### src/rtl/csc_pair_feeder_if.sv
// Stream bundle for csc_pair_feeder: job control, dense-vector input,
// CSC nonzero input and the two-lane beat output.
interface csc_pair_feeder_if #(
  parameter int IDX_W = 12,
  parameter int COL_W = 12
);
  logic             start;
  logic             done;

  logic             vec_valid;
  logic [31:0]      vec_data;
  logic             vec_empty;
  logic             vec_ready;

  logic             nz_valid;
  logic [31:0]      nz_val;
  logic [IDX_W-1:0] nz_row;
  logic             nz_last;
  logic             nz_ready;

  logic             out_valid;
  logic             out_ready;
  logic [31:0]      val1;
  logic [31:0]      val2;
  logic [IDX_W-1:0] rowIdx1;
  logic [IDX_W-1:0] rowIdx2;
  logic             tag1;
  logic             tag2;
  logic [31:0]      vec;
  logic [COL_W-1:0] col_idx;

  // master drives the streams and consumes beats; slave is the feeder itself
  modport master (
    output start, vec_valid, vec_data, vec_empty, nz_valid, nz_val, nz_row, nz_last, out_ready,
    input  done, vec_ready, nz_ready, out_valid, val1, val2, rowIdx1, rowIdx2, tag1, tag2, vec, col_idx
  );

  modport slave (
    input  start, vec_valid, vec_data, vec_empty, nz_valid, nz_val, nz_row, nz_last, out_ready,
    output done, vec_ready, nz_ready, out_valid, val1, val2, rowIdx1, rowIdx2, tag1, tag2, vec, col_idx
  );
endinterface

### src/rtl/csc_pair_feeder.sv
// Packs CSC nonzeros of each column into two-lane beats with the column's x[col] broadcast.
// Optional macro ZERO_SKIP_EN drops +0/-0 entries instead of packing them.
module csc_pair_feeder #(
  parameter int NUM_COLS = 64,
  parameter int COL_W    = 12,
  parameter int IDX_W    = 12
) (
  input  logic            clk,
  input  logic            reset,
  csc_pair_feeder_if.slave bus
);

  typedef enum logic [2:0] {IDLE, GET_VEC, GET_A, GET_B, EMIT, DONE} state_t;

  localparam logic [COL_W-1:0] LAST_COL = COL_W'(NUM_COLS - 1);

  state_t           state_reg;
  logic             vec_ready_reg;
  logic             nz_ready_reg;
  logic             out_valid_reg;
  logic             done_reg;
  logic             col_end_reg;
  logic [31:0]      val1_reg;
  logic [31:0]      val2_reg;
  logic [31:0]      vec_reg;
  logic [IDX_W-1:0] row1_reg;
  logic [IDX_W-1:0] row2_reg;
  logic             tag1_reg;
  logic             tag2_reg;
  logic [COL_W-1:0] col_idx_reg;

  logic vec_fire;
  logic nz_fire;
  logic out_fire;
  logic last_col;
  logic nz_zero;

  assign vec_fire = bus.vec_valid && vec_ready_reg;
  assign nz_fire  = bus.nz_valid && nz_ready_reg;
  assign out_fire = out_valid_reg && bus.out_ready;
  assign last_col = (col_idx_reg == LAST_COL);

`ifdef ZERO_SKIP_EN
  assign nz_zero = (bus.nz_val[30:0] == 31'd0);
`else
  assign nz_zero = 1'b0;
`endif

  // Ready/valid/done flags are set on the transition into the state that owns them,
  // so they always mirror state_reg without any output decode.
  always_ff @(posedge clk or negedge reset) begin
    if (!reset) begin
      state_reg     <= IDLE;
      vec_ready_reg <= 1'b0;
      nz_ready_reg  <= 1'b0;
      out_valid_reg <= 1'b0;
      done_reg      <= 1'b0;
      col_end_reg   <= 1'b0;
      val1_reg      <= '0;
      val2_reg      <= '0;
      vec_reg       <= '0;
      row1_reg      <= '0;
      row2_reg      <= '0;
      tag1_reg      <= 1'b0;
      tag2_reg      <= 1'b1;
      col_idx_reg   <= '0;
    end else begin
      case (state_reg)
        IDLE: begin
          if (bus.start) begin
            col_idx_reg   <= '0;
            vec_ready_reg <= 1'b1;
            state_reg     <= GET_VEC;
          end
        end

        GET_VEC: begin
          if (vec_fire) begin
            vec_reg <= bus.vec_data;
            if (!bus.vec_empty) begin
              vec_ready_reg <= 1'b0;
              nz_ready_reg  <= 1'b1;
              state_reg     <= GET_A;
            end else if (last_col) begin
              vec_ready_reg <= 1'b0;
              done_reg      <= 1'b1;
              state_reg     <= DONE;
            end else begin
              col_idx_reg <= col_idx_reg + COL_W'(1);
            end
          end
        end

        GET_A: begin
          if (nz_fire) begin
            if (nz_zero) begin
              // a skipped zero closing the column produces no beat at all
              if (bus.nz_last) begin
                nz_ready_reg <= 1'b0;
                if (last_col) begin
                  done_reg  <= 1'b1;
                  state_reg <= DONE;
                end else begin
                  col_idx_reg   <= col_idx_reg + COL_W'(1);
                  vec_ready_reg <= 1'b1;
                  state_reg     <= GET_VEC;
                end
              end
            end else begin
              val1_reg <= bus.nz_val;
              row1_reg <= bus.nz_row;
              tag1_reg <= bus.nz_row[0];
              if (bus.nz_last) begin
                val2_reg      <= '0;
                row2_reg      <= '0;
                tag2_reg      <= ~bus.nz_row[0];
                col_end_reg   <= 1'b1;
                nz_ready_reg  <= 1'b0;
                out_valid_reg <= 1'b1;
                state_reg     <= EMIT;
              end else begin
                state_reg <= GET_B;
              end
            end
          end
        end

        GET_B: begin
          if (nz_fire) begin
            if (nz_zero) begin
              if (bus.nz_last) begin
                val2_reg      <= '0;
                row2_reg      <= '0;
                tag2_reg      <= ~tag1_reg;
                col_end_reg   <= 1'b1;
                nz_ready_reg  <= 1'b0;
                out_valid_reg <= 1'b1;
                state_reg     <= EMIT;
              end
            end else begin
              val2_reg      <= bus.nz_val;
              row2_reg      <= bus.nz_row;
              tag2_reg      <= bus.nz_row[0];
              col_end_reg   <= bus.nz_last;
              nz_ready_reg  <= 1'b0;
              out_valid_reg <= 1'b1;
              state_reg     <= EMIT;
            end
          end
        end

        EMIT: begin
          if (out_fire) begin
            out_valid_reg <= 1'b0;
            if (!col_end_reg) begin
              nz_ready_reg <= 1'b1;
              state_reg    <= GET_A;
            end else if (last_col) begin
              done_reg  <= 1'b1;
              state_reg <= DONE;
            end else begin
              col_idx_reg   <= col_idx_reg + COL_W'(1);
              vec_ready_reg <= 1'b1;
              state_reg     <= GET_VEC;
            end
          end
        end

        DONE: begin
          done_reg  <= 1'b0;
          state_reg <= IDLE;
        end

        default: begin
          state_reg <= IDLE;
        end
      endcase
    end
  end

  assign bus.vec_ready = vec_ready_reg;
  assign bus.nz_ready  = nz_ready_reg;
  assign bus.out_valid = out_valid_reg;
  assign bus.done      = done_reg;
  assign bus.val1      = val1_reg;
  assign bus.val2      = val2_reg;
  assign bus.rowIdx1   = row1_reg;
  assign bus.rowIdx2   = row2_reg;
  assign bus.tag1      = tag1_reg;
  assign bus.tag2      = tag2_reg;
  assign bus.vec       = vec_reg;
  assign bus.col_idx   = col_idx_reg;

endmodule

### src/flat_wrapper.sv
// flat-port wrapper written by rule: the top's interface ports become plain ports
module csc_pair_feeder_flat 
#(
  parameter int NUM_COLS = 64,
  parameter int COL_W    = 12,
  parameter int IDX_W    = 12
)
  (clk, reset, bus_start, bus_vec_valid, bus_vec_data, bus_vec_empty, bus_nz_valid, bus_nz_val, bus_nz_row, bus_nz_last, bus_out_ready, bus_done, bus_vec_ready, bus_nz_ready, bus_out_valid, bus_val1, bus_val2, bus_rowIdx1, bus_rowIdx2, bus_tag1, bus_tag2, bus_vec, bus_col_idx);
  csc_pair_feeder_if #(.IDX_W(IDX_W), .COL_W(COL_W)) bus_i ();
  input  logic clk;
  input  logic reset;
  input wire logic [$bits(bus_i.start)-1:0] bus_start;
  input wire logic [$bits(bus_i.vec_valid)-1:0] bus_vec_valid;
  input wire logic [$bits(bus_i.vec_data)-1:0] bus_vec_data;
  input wire logic [$bits(bus_i.vec_empty)-1:0] bus_vec_empty;
  input wire logic [$bits(bus_i.nz_valid)-1:0] bus_nz_valid;
  input wire logic [$bits(bus_i.nz_val)-1:0] bus_nz_val;
  input wire logic [$bits(bus_i.nz_row)-1:0] bus_nz_row;
  input wire logic [$bits(bus_i.nz_last)-1:0] bus_nz_last;
  input wire logic [$bits(bus_i.out_ready)-1:0] bus_out_ready;
  output wire logic [$bits(bus_i.done)-1:0] bus_done;
  output wire logic [$bits(bus_i.vec_ready)-1:0] bus_vec_ready;
  output wire logic [$bits(bus_i.nz_ready)-1:0] bus_nz_ready;
  output wire logic [$bits(bus_i.out_valid)-1:0] bus_out_valid;
  output wire logic [$bits(bus_i.val1)-1:0] bus_val1;
  output wire logic [$bits(bus_i.val2)-1:0] bus_val2;
  output wire logic [$bits(bus_i.rowIdx1)-1:0] bus_rowIdx1;
  output wire logic [$bits(bus_i.rowIdx2)-1:0] bus_rowIdx2;
  output wire logic [$bits(bus_i.tag1)-1:0] bus_tag1;
  output wire logic [$bits(bus_i.tag2)-1:0] bus_tag2;
  output wire logic [$bits(bus_i.vec)-1:0] bus_vec;
  output wire logic [$bits(bus_i.col_idx)-1:0] bus_col_idx;
  assign bus_i.start = bus_start;
  assign bus_i.vec_valid = bus_vec_valid;
  assign bus_i.vec_data = bus_vec_data;
  assign bus_i.vec_empty = bus_vec_empty;
  assign bus_i.nz_valid = bus_nz_valid;
  assign bus_i.nz_val = bus_nz_val;
  assign bus_i.nz_row = bus_nz_row;
  assign bus_i.nz_last = bus_nz_last;
  assign bus_i.out_ready = bus_out_ready;
  assign bus_done = bus_i.done;
  assign bus_vec_ready = bus_i.vec_ready;
  assign bus_nz_ready = bus_i.nz_ready;
  assign bus_out_valid = bus_i.out_valid;
  assign bus_val1 = bus_i.val1;
  assign bus_val2 = bus_i.val2;
  assign bus_rowIdx1 = bus_i.rowIdx1;
  assign bus_rowIdx2 = bus_i.rowIdx2;
  assign bus_tag1 = bus_i.tag1;
  assign bus_tag2 = bus_i.tag2;
  assign bus_vec = bus_i.vec;
  assign bus_col_idx = bus_i.col_idx;
  csc_pair_feeder #(.NUM_COLS(NUM_COLS), .COL_W(COL_W), .IDX_W(IDX_W)) u_core (.clk(clk), .reset(reset), .bus(bus_i));
endmodule
### config.mk
export PLATFORM = sky130hd
export DESIGN_NAME = csc_pair_feeder_flat
export DESIGN_NICKNAME = d
export VERILOG_FILES = /design/src/rtl/csc_pair_feeder_if.sv /design/src/rtl/csc_pair_feeder.sv /design/src/flat_wrapper.sv
export SDC_FILE = /design/constraint.sdc
export NUM_CORES = 1
export LEC_CHECK = 0
export CORE_ASPECT_RATIO = 0.5
export CORE_MARGIN = 2
export CORE_UTILIZATION = 50
export DETAILED_ROUTE_END_ITERATION = 12
export DONT_BUFFER_PORTS = 1
export PLACE_DENSITY_LB_ADDON = 0.25
export SETUP_SLACK_MARGIN = 0.05
export SYNTH_ARGS = -nofsm -noshare
export SYNTH_HDL_FRONTEND = slang
export SYNTH_SLANG_ARGS = --single-unit
### constraint.sdc
create_clock -name clk -period 2.02 [get_ports clk]
set_clock_uncertainty 0.1 [all_clocks]
set_input_delay 0.202 -clock clk [delete_from_list [all_inputs] [get_ports clk]]
set_output_delay 0.202 -clock clk [all_outputs]
set_load 0.01 [all_outputs]
==> out/metrics.csv, run 1 <==
stage,metric,value,unit
synth,sequential element share of the synthesized area,0.6051,
global_route,vias in the first global route,4201,
synth,"count leader, synth",dfrtp_1,
synth,"Distinct cells, synth",43,
placement,DP Wirelength,8.744,mm
floorplan,Die X,156.8,um
final_layout,area of the multi-input gates,2192,um^2
clock_network,CTS H-tree lvls,4,
global_route,total grt overflow,0,
setup_path,worst path cell trace,buf_4 -> a31o_2 -> or2_4 -> and4b_1 -> mux2_1,
clock_network,clock slew at reported path FFs,0.06,ns
synth,number of synthesis warnings,0,
placement,Setup WS pre-CTS,0.08202,ns
setup_path,crit end category,flip-flop,
synth,#FFs+latches synth,141,
clock_network,clock sinks,141,
setup_path,max incr delay on CP,0.46,ns
synth,cell taking the most area after synthesis,dfrtp_1,
status,outcome,"finished, violations left",
status,failing checks,hold timing,
drt,router iterations before antenna repair,5,
floorplan,starting density of the core,0.5217,
final_layout,register area,3533,um^2
pwr,Total Power,11.99,mW
timing,Hold Slack,-0.6106,ns
pwr,leak pwr,3.318,nW
synth,Post-synth top cells,"dfrtp_1, nand2_1, mux2_2",
final_layout,Final Non-Filler Cells,778,
placement,DP Area,6182,um^2
floorplan,Core Box Area,11180,um^2
floorplan,Die Y,80.38,um
setup_path,crit path launch,u_core.state_reg[2],
setup_path,Worst EP required,2.20,ns
synth,Post-synth EDFFs,0,
clock_network,"Hold-fix buffers, CTS",78,
drt,Avg WL per Cell,17.89,um
final_layout,fraction of layout cells with a size suffix above 1,0.2585,
global_route,global-route wire length before repair,21.39,mm
placement,GP Congestion,0.8368,
placement,DP Cell Count,662,
synth,Synth Cell Area,5833,um^2
timing,Final Hold Viols,141,
clock_network,CTS buffer count,17,
setup_path,worst r2r src,u_core.state_reg[2],
clock_network,root buf cell,clkbuf_16,
global_route,antenna violations before repair,0,
global_route,gr usage total,0.2206,
clock_network,CTS tree,done,
timing,crit path time final,1.917,ns
setup_path,"Max FO, Critical Path",11,
timing,final worst setup slack,0.1032,ns
placement,# port buffers,0,
clock_network,clk buf depth,2,
synth,syn_nets,589,
setup_path,critical path class,reg2reg,
timing,Slew @ Worst Pin,0.2938,ns
timing,final setup violation count,0,
setup_path,critical path startpoint category,flip-flop,
floorplan,I/O pin cnt,222,
clock_network,clock latency on the worst-skew pair,0.41,ns
drt,# DRC,0,
timing,RSZ-0062 raised after global routing,yes,
final_layout,Layout fillers,815,
drt,Via density,5.332,
synth,most used flip-flop cell after synthesis,dfrtp_1,
final_layout,Synth-to-Final Area Change,31.62,%
synth,Async SR Flop Fraction,1.000,
setup_path,Reg2Reg Depth,5,
flow_run,Max Cap Viol,0,
final_layout,design area,7677,um^2
setup_path,crit-path leading delay family,simple AND/OR/NAND/NOR gates,
drt,final WL,13.92,mm
drt,ANT nets after route,0,
drt,Vias,4148,
floorplan,Rows,27,
setup_path,Worst R2R Setup Slack,0.10,ns
final_layout,diode count,0,
synth,synthesized area per cell,11.60,um^2
pwr,maximum VDD drop,742.7,uV
setup_path,signal arrival time at the worst endpoint,2.10,ns
timing,final period utilization,0.9489,
pwr,pwr dens,1562,nW/um^2
worst_hold_path,hold crit path type,in2async,
synth,post-synth top area share,0.6006,
timing,Max Slew Vio Count,0,
setup_path,capture point of the worst reg-to-reg path,u_core.bus.vec_ready,
global_route,largest net degree at the start of global routing,142,
timing,f_max,521.7,MHz
floorplan,die area,12600,um^2
synth,Syn Inst Count,503,
synth,Synth area leaders,"dfrtp_1, mux2_2, nand2_1, o21ai_0, a31oi_1",
timing,TNS Setup,0,ns
timing,Rel. slew slack,0.8023,
setup_path,CP max stage cell,dfrtp_2,
drt,DR iter-0 viols,184,
final_layout,fin nets,693,
setup_path,Worst Path Buf+Inv,1,
## layout by cell type, fill, tap and decap left out, types with 2 or more instances in the layout
cell             n
a21oi_1         10
clkinvlp_4       3
and2_1           3
nor2b_1          2
bufinv_16        4
buf_12           4
clkbuf_16       17
inv_1            4
and4_1           2
dfrtp_2          3
buf_4           34
nor3_1           2
mux2i_1          2
nand2_1        107
nor2_1          12
nand2b_1         2
or3_1            2
o21ai_0         52
nand3b_1         3
a31oi_1         14
clkinv_2         3
a41oi_2          3
mux2_2          72
mux2_1           7
clkbuf_1         2
dfrtp_1        137
dlygate4sd3_1   78
nand3_1          6
## per-stage QoR
step | utilization | hold WS [ns]
after floorplan | - | -0.1936
after detailed placement | 0.5529 | -0.1919
after global routing | 0.6866 | -0.6313
final | 0.6866 | -0.6106
after global placement | 0.5529 | -0.1915
after CTS | 0.6775 | -0.6286
## power by group
group	leakage (nW)	internal (mW)	switching (mW)
Clock	0.292	2.09	1.16
Combinational	1.24	1.63	1.41
Sequential	1.79	4.11	1.59
## worst register-to-register path: cells and delay by family (launching register included)
| kind | cells | cell delay [ns] |
|---|---|---|
| multiplexers | 1 | 0.32 |
| AND/OR/NAND/NOR | 2 | 0.50 |
| flip-flops | 1 | 0.46 |
| AO/OA/AOI/OAI | 1 | 0.23 |
| buffers and inverters | 1 | 0.19 |
## cells by family after synthesis
logic type	Yosys count	share of synthesized area
and+or+nand+nor	154	0.1212
DFF	141	0.6051
AOI/OAI and AO/OA	87	0.08280
muxes	81	0.1559
buffers and inverters	37	0.02917
adders and majority gates	2	0.004289
xor gates and xnor gates	1	0.001502
## repair_timing
item | 4_1_cts | 5_1_grt
gates resized for setup | 0 | 13
endpoints found under the setup margin | 0 | 71
hold endpoints to repair | 264 | 141
buffers inserted | 0 | 6
## how the worst max path moves through the flow
stage	to	slack, ns	cells after the start
6_report	u_core.bus.vec_ready	0.10	5
5_1_grt	u_core.bus.col_idx[11]	0.004	7
4_1_cts	u_core.bus.vec_ready	0.05	5
3_5_place_dp	u_core.bus.vec_ready	0.08	5
3_3_place_gp	u_core.bus.vec_ready	0.11	5
2_1_floorplan	u_core.bus.col_idx[8]	0.07	7
## per-layer routing
metal	vias to the layer above	share of wire	routed length, um	GRT usage
met4	0	0.019	262	0.08899
met3	26	0.078	1083	0.07447
met5	-	0	0	0
li1	1954	-	-	-
met1	2011	0.40	5555	0.2524
met2	157	0.50	7019	0.3855
## layout make-up
type                            count  share of cell area
Sequential cell                   141              0.4602
Timing Repair Buffer              117              0.1460
Clock inverter                     11             0.02168
Multi-Input combinational cell    325              0.2855
Clock buffer                       20             0.05818
Tap cell                          159             0.02591
Inverter                            5            0.002445
(Power assumes the default switching activity.)
==> run 2, diff against run 1 <==
PLACE_DENSITY = 0.71   (was default)
PLACE_DENSITY_LB_ADDON = default   (was 0.25)
==> out/metrics.csv, run 2 (synthesis results as in run 1) <==
stage,metric,value,unit
drt,ANT nets after route,0,
final_layout,register area,3535,um^2
placement,# port buffers,0,
pwr,Net Sw Frac,0.3386,
pwr,maximum VDD drop,772.0,uV
floorplan,I/O pin cnt,222,
drt,final WL,13.69,mm
global_route,largest net degree at the start of global routing,142,
clock_network,clock sinks,141,
floorplan,die area,12600,um^2
drt,# DRC,0,
setup_path,critical path startpoint category,flip-flop,
final_layout,most frequent cells in the layout,"dfrtp_1, nand2_1, dlygate4sd3_1",
worst_hold_path,hold crit path type,in2async,
global_route,global-route wire length before repair,21.15,mm
timing,Final Hold Viols,141,
floorplan,starting density of the core,0.5217,
timing,f_max,528.4,MHz
timing,Rel. slew slack,0.8013,
timing,Slew @ Worst Pin,0.2965,ns
floorplan,Die Y,80.38,um
clock_network,CTS H-tree lvls,4,
floorplan,Die X,156.8,um
clock_network,clk buf depth,2,
drt,DR iter-0 viols,247,
pwr,pwr dens,1588,nW/um^2
floorplan,Core Box Area,11180,um^2
placement,GP Congestion,0.7997,
final_layout,diode count,0,
flow_run,Max Cap Viol,0,
placement,Setup WS pre-CTS,0.06309,ns
global_route,gr usage total,0.2173,
floorplan,Rows,27,
setup_path,Worst EP required,2.20,ns
pwr,sequential share of power,0.465,
pwr,leak pwr,3.318,nW
clock_network,clock slew at reported path FFs,0.06,ns
clock_network,CTS buffer count,17,
timing,TNS Setup,0,ns
pwr,Combinational Power Share,0.247,
timing,final worst setup slack,0.1273,ns
timing,Hold Slack,-0.6072,ns
placement,DP Cell Count,657,
pwr,Sw Pwr,4.137,mW
final_layout,fin nets,686,
final_layout,"most common cell after layout, fill and taps aside",dfrtp_1,
setup_path,worst r2r src,u_core.state_reg[1],
final_layout,area of the multi-input gates,2213,um^2
timing,final setup violation count,0,
setup_path,critical path class,reg2reg,
timing,crit path time final,1.893,ns
timing,Max Slew Vio Count,0,
drt,WL met2,7.033,mm
clock_network,CTS tree,done,
drt,top sig layer,met4,
clock_network,"Hold-fix buffers, CTS",78,
clock_network,root buf cell,clkbuf_16,
pwr,internal power,8.081,mW
clock_network,clock latency on the worst-skew pair,0.40,ns
setup_path,signal arrival time at the worst endpoint,2.07,ns
drt,router iterations before antenna repair,4,
global_route,total grt overflow,0,
timing,final period utilization,0.9370,
status,failing checks,hold timing,
final_layout,Finished Core Util,0.6882,
setup_path,crit path launch,u_core.state_reg[1],
setup_path,crit end category,flip-flop,
setup_path,"Max FO, Critical Path",8,
placement,DP Wirelength,8.559,mm
pwr,clock group share of total power,0.287,
final_layout,Final Non-Filler Cells,771,
drt,Via density,5.294,
final_layout,fraction of layout cells with a size suffix above 1,0.2582,
drt,met1 wire length,5.566,mm
global_route,vias in the first global route,4204,
drt,Vias,4082,
drt,Avg WL per Cell,17.75,um
global_route,antenna violations before repair,0,
final_layout,Synth-to-Final Area Change,31.92,%
setup_path,Reg2Reg Depth,5,
timing,RSZ-0062 raised after global routing,yes,
drt,met3 routed WL,874,um
status,outcome,"finished, violations left",
final_layout,Layout fillers,824,
## run 2: cell types whose count changed in the layout (fill, tap and decap cells not counted), sizes merged
cell and delta:
buf -8, bufinv +2, clkinvlp -2, clkinv -1, clkbuf +2
## run 2: cell type report
type,count,share of cell area
clock inverters,10,0.02732
well taps,159,0.02585
flip-flops and latches,141,0.4593
repair buffers,110,0.1376
multi-input cells,325,0.2876
clock buffers,21,0.05984
inverters,5,0.002439
## run 2: what timing repair did
item	4_1_cts	5_1_grt
setup buffers	0	3
endpoints found under the setup margin	0	134
hold endpoints to repair	265	141
gates resized for setup	0	20
## run 2: final timing paths
kind / endpoint / slack (ns)
min reg2reg: u_core.bus.tag2 / 0.41
max reg2reg: u_core.bus.vec_ready / 0.13
min: u_core.bus.val2[5] / -0.61
max: u_core.bus.vec_ready / 0.13
max in group asynchronous: u_core.bus.tag2 / 2.11
min in group clk: u_core.state_reg[1] / 0.02
## run 2: per-stage QoR
step                power [mW]  instance area, um^2
CTS                      12.13                 7585
global placement         8.298                 6133
detailed placement       8.446                 6133
floorplan                7.555                 5833
finish                   12.22                 7695
global route             12.93                 7695
## run 2: worst max-delay path, stage by stage, from the launching register on
cell     delay (ns)
dfrtp_2        0.46
or3b_4         0.42
a21oi_2        0.14
or2_4          0.16
and4b_1        0.19
mux2_1         0.30
## run 2: power by group through the flow
stage	Sequential [mW]	Combinational [mW]	Clock (mW)
after detailed placement	5.74	2.70	0
after global routing	5.84	3.37	3.72
after floorplan	5.37	2.18	0
after CTS	5.71	2.84	3.58
after global placement	5.71	2.59	0
final	5.68	3.02	3.51
## run 2: routing by layer
metal / track usage / up-vias
met3: 0.07070 / 19
met5: 0 / -
met4: 0.08165 / 0
li1: - / 1925
met2: 0.3746 / 121
met1: 0.2568 / 2017
==> run 3, diff against run 2 <==
REMOVE_ABC_BUFFERS = 1   (was default)
==> out/metrics.csv, run 3 (synthesis results as in run 1) <==
stage,metric,value,unit
pwr,Total Power,11.95,mW
final_layout,fin nets,690,
drt,Vias,4195,
setup_path,"Max FO, Critical Path",6,
setup_path,worst r2r src,u_core.state_reg[1],
timing,Max Slew Vio Count,0,
timing,TNS Setup,0,ns
drt,ANT nets after route,0,
floorplan,Rows,27,
final_layout,most frequent cells in the layout,"dfrtp_1, nand2_1, dlygate4sd3_1",
clock_network,clock slew at reported path FFs,0.06,ns
timing,crit path time final,1.905,ns
placement,# port buffers,0,
floorplan,Die Y,80.38,um
global_route,global-route wire length before repair,22.07,mm
setup_path,capture point of the worst reg-to-reg path,u_core.state_reg[0],
timing,f_max,525.0,MHz
floorplan,Core Box Area,11180,um^2
clock_network,clk buf depth,2,
status,outcome,"finished, violations left",
final_layout,design area,7652,um^2
final_layout,"most common cell after layout, fill and taps aside",dfrtp_1,
clock_network,CTS buffer count,17,
placement,GP Congestion,0.8059,
timing,RSZ-0062 raised after global routing,yes,
placement,DP Cell Count,659,
final_layout,diode count,0,
clock_network,CTS H-tree lvls,4,
setup_path,critical path class,reg2reg,
global_route,antenna violations before repair,0,
floorplan,starting density of the core,0.5217,
clock_network,CTS tree,done,
drt,Via density,5.406,
timing,final setup violation count,0,
setup_path,crit path launch,u_core.state_reg[1],
drt,Avg WL per Cell,18.80,um
drt,# DRC,0,
global_route,total grt overflow,0,
drt,DR iter-0 viols,263,
placement,DP Wirelength,9.302,mm
clock_network,clock sinks,141,
global_route,largest net degree at the start of global routing,142,
placement,DP Area,6161,um^2
timing,Final Hold Viols,141,
pwr,maximum VDD drop,753.1,uV
pwr,leak pwr,3.287,nW
clock_network,"Hold-fix buffers, CTS",78,
final_layout,Final Non-Filler Cells,776,
setup_path,Worst EP required,2.20,ns
floorplan,Die X,156.8,um
clock_network,root buf cell,clkbuf_16,
pwr,pwr dens,1562,nW/um^2
status,failing checks,hold timing,
floorplan,die area,12600,um^2
setup_path,Reg2Reg Depth,5,
floorplan,I/O pin cnt,222,
global_route,vias in the first global route,4140,
worst_hold_path,hold crit path type,in2async,
timing,Slew @ Worst Pin,0.3900,ns
drt,final WL,14.59,mm
setup_path,worst setup path endpoint,u_core.state_reg[0],
clock_network,clock latency on the worst-skew pair,0.41,ns
flow_run,Max Cap Viol,0,
final_layout,Synth-to-Final Area Change,31.19,%
setup_path,Worst R2R Setup Slack,0.12,ns
timing,Hold Slack,-0.6011,ns
global_route,gr usage total,0.2296,
drt,router iterations before antenna repair,4,
final_layout,fraction of layout cells with a size suffix above 1,0.2626,
timing,Rel. slew slack,0.7380,
setup_path,signal arrival time at the worst endpoint,2.09,ns
setup_path,critical path startpoint category,flip-flop,
timing,final period utilization,0.9429,
setup_path,crit end category,flip-flop,
==> run 3: layout make-up <==
cell class                 count  area, um^2
inverter                       5       18.77
sequential                   141        3533
multi-input combinational    325        2196
tap                          159       198.9
fill                         787        3530
timing repair buffer         114        1120
clock inverter                14       156.4
clock buffer                  18       429.2
==> run 3: layer usage <==
metal	global-route usage	routed length, um	vias to the layer above
met5	0	0	-
met4	0.09266	308	0
met3	0.07285	1049	29
met2	0.4044	7632	149
met1	0.2629	5599	2069
li1	-	-	1948
==> run 3: worst min path at each step <==
stage | slack (ns) | from | end
after floorplan | -0.19 | reset | u_core.bus.col_idx[0]
after global placement | -0.19 | reset | u_core.bus.col_idx[0]
after detailed placement | -0.19 | reset | u_core.bus.col_idx[1]
after CTS | -0.63 | reset | u_core.bus.col_idx[10]
after global routing | -0.62 | reset | u_core.bus.val1[23]
final | -0.60 | reset | u_core.bus.col_idx[10]
==> run 3: power by group <==
group	internal (mW)	switching (mW)
clock network	1.84	1.25
logic	1.65	1.47
registers	4.11	1.64
==> run 3: timing repair <==
item,CTS,global route
resized for setup,1,20
setup endpoints to repair,32,51
hold endpoints to repair,266,141
gates cloned,0,1
pin swaps,0,5
buffers inserted,0,6
==> run 3: stage by stage <==
stage                 util  setup WS [ns]
finish              0.6843         0.1154
global route        0.6843        0.03400
CTS                 0.6733        0.05194
detailed placement  0.5510        0.02662
global placement    0.5510        0.05152
floorplan                -         -3.567
==> run 3: critical path: stages (launching register included) <==
cell      delay [ns]
dfrtp_2         0.45
or3b_4          0.41
a21oi_2         0.15
or2_4           0.16
nand3b_1        0.16
mux2_1          0.35
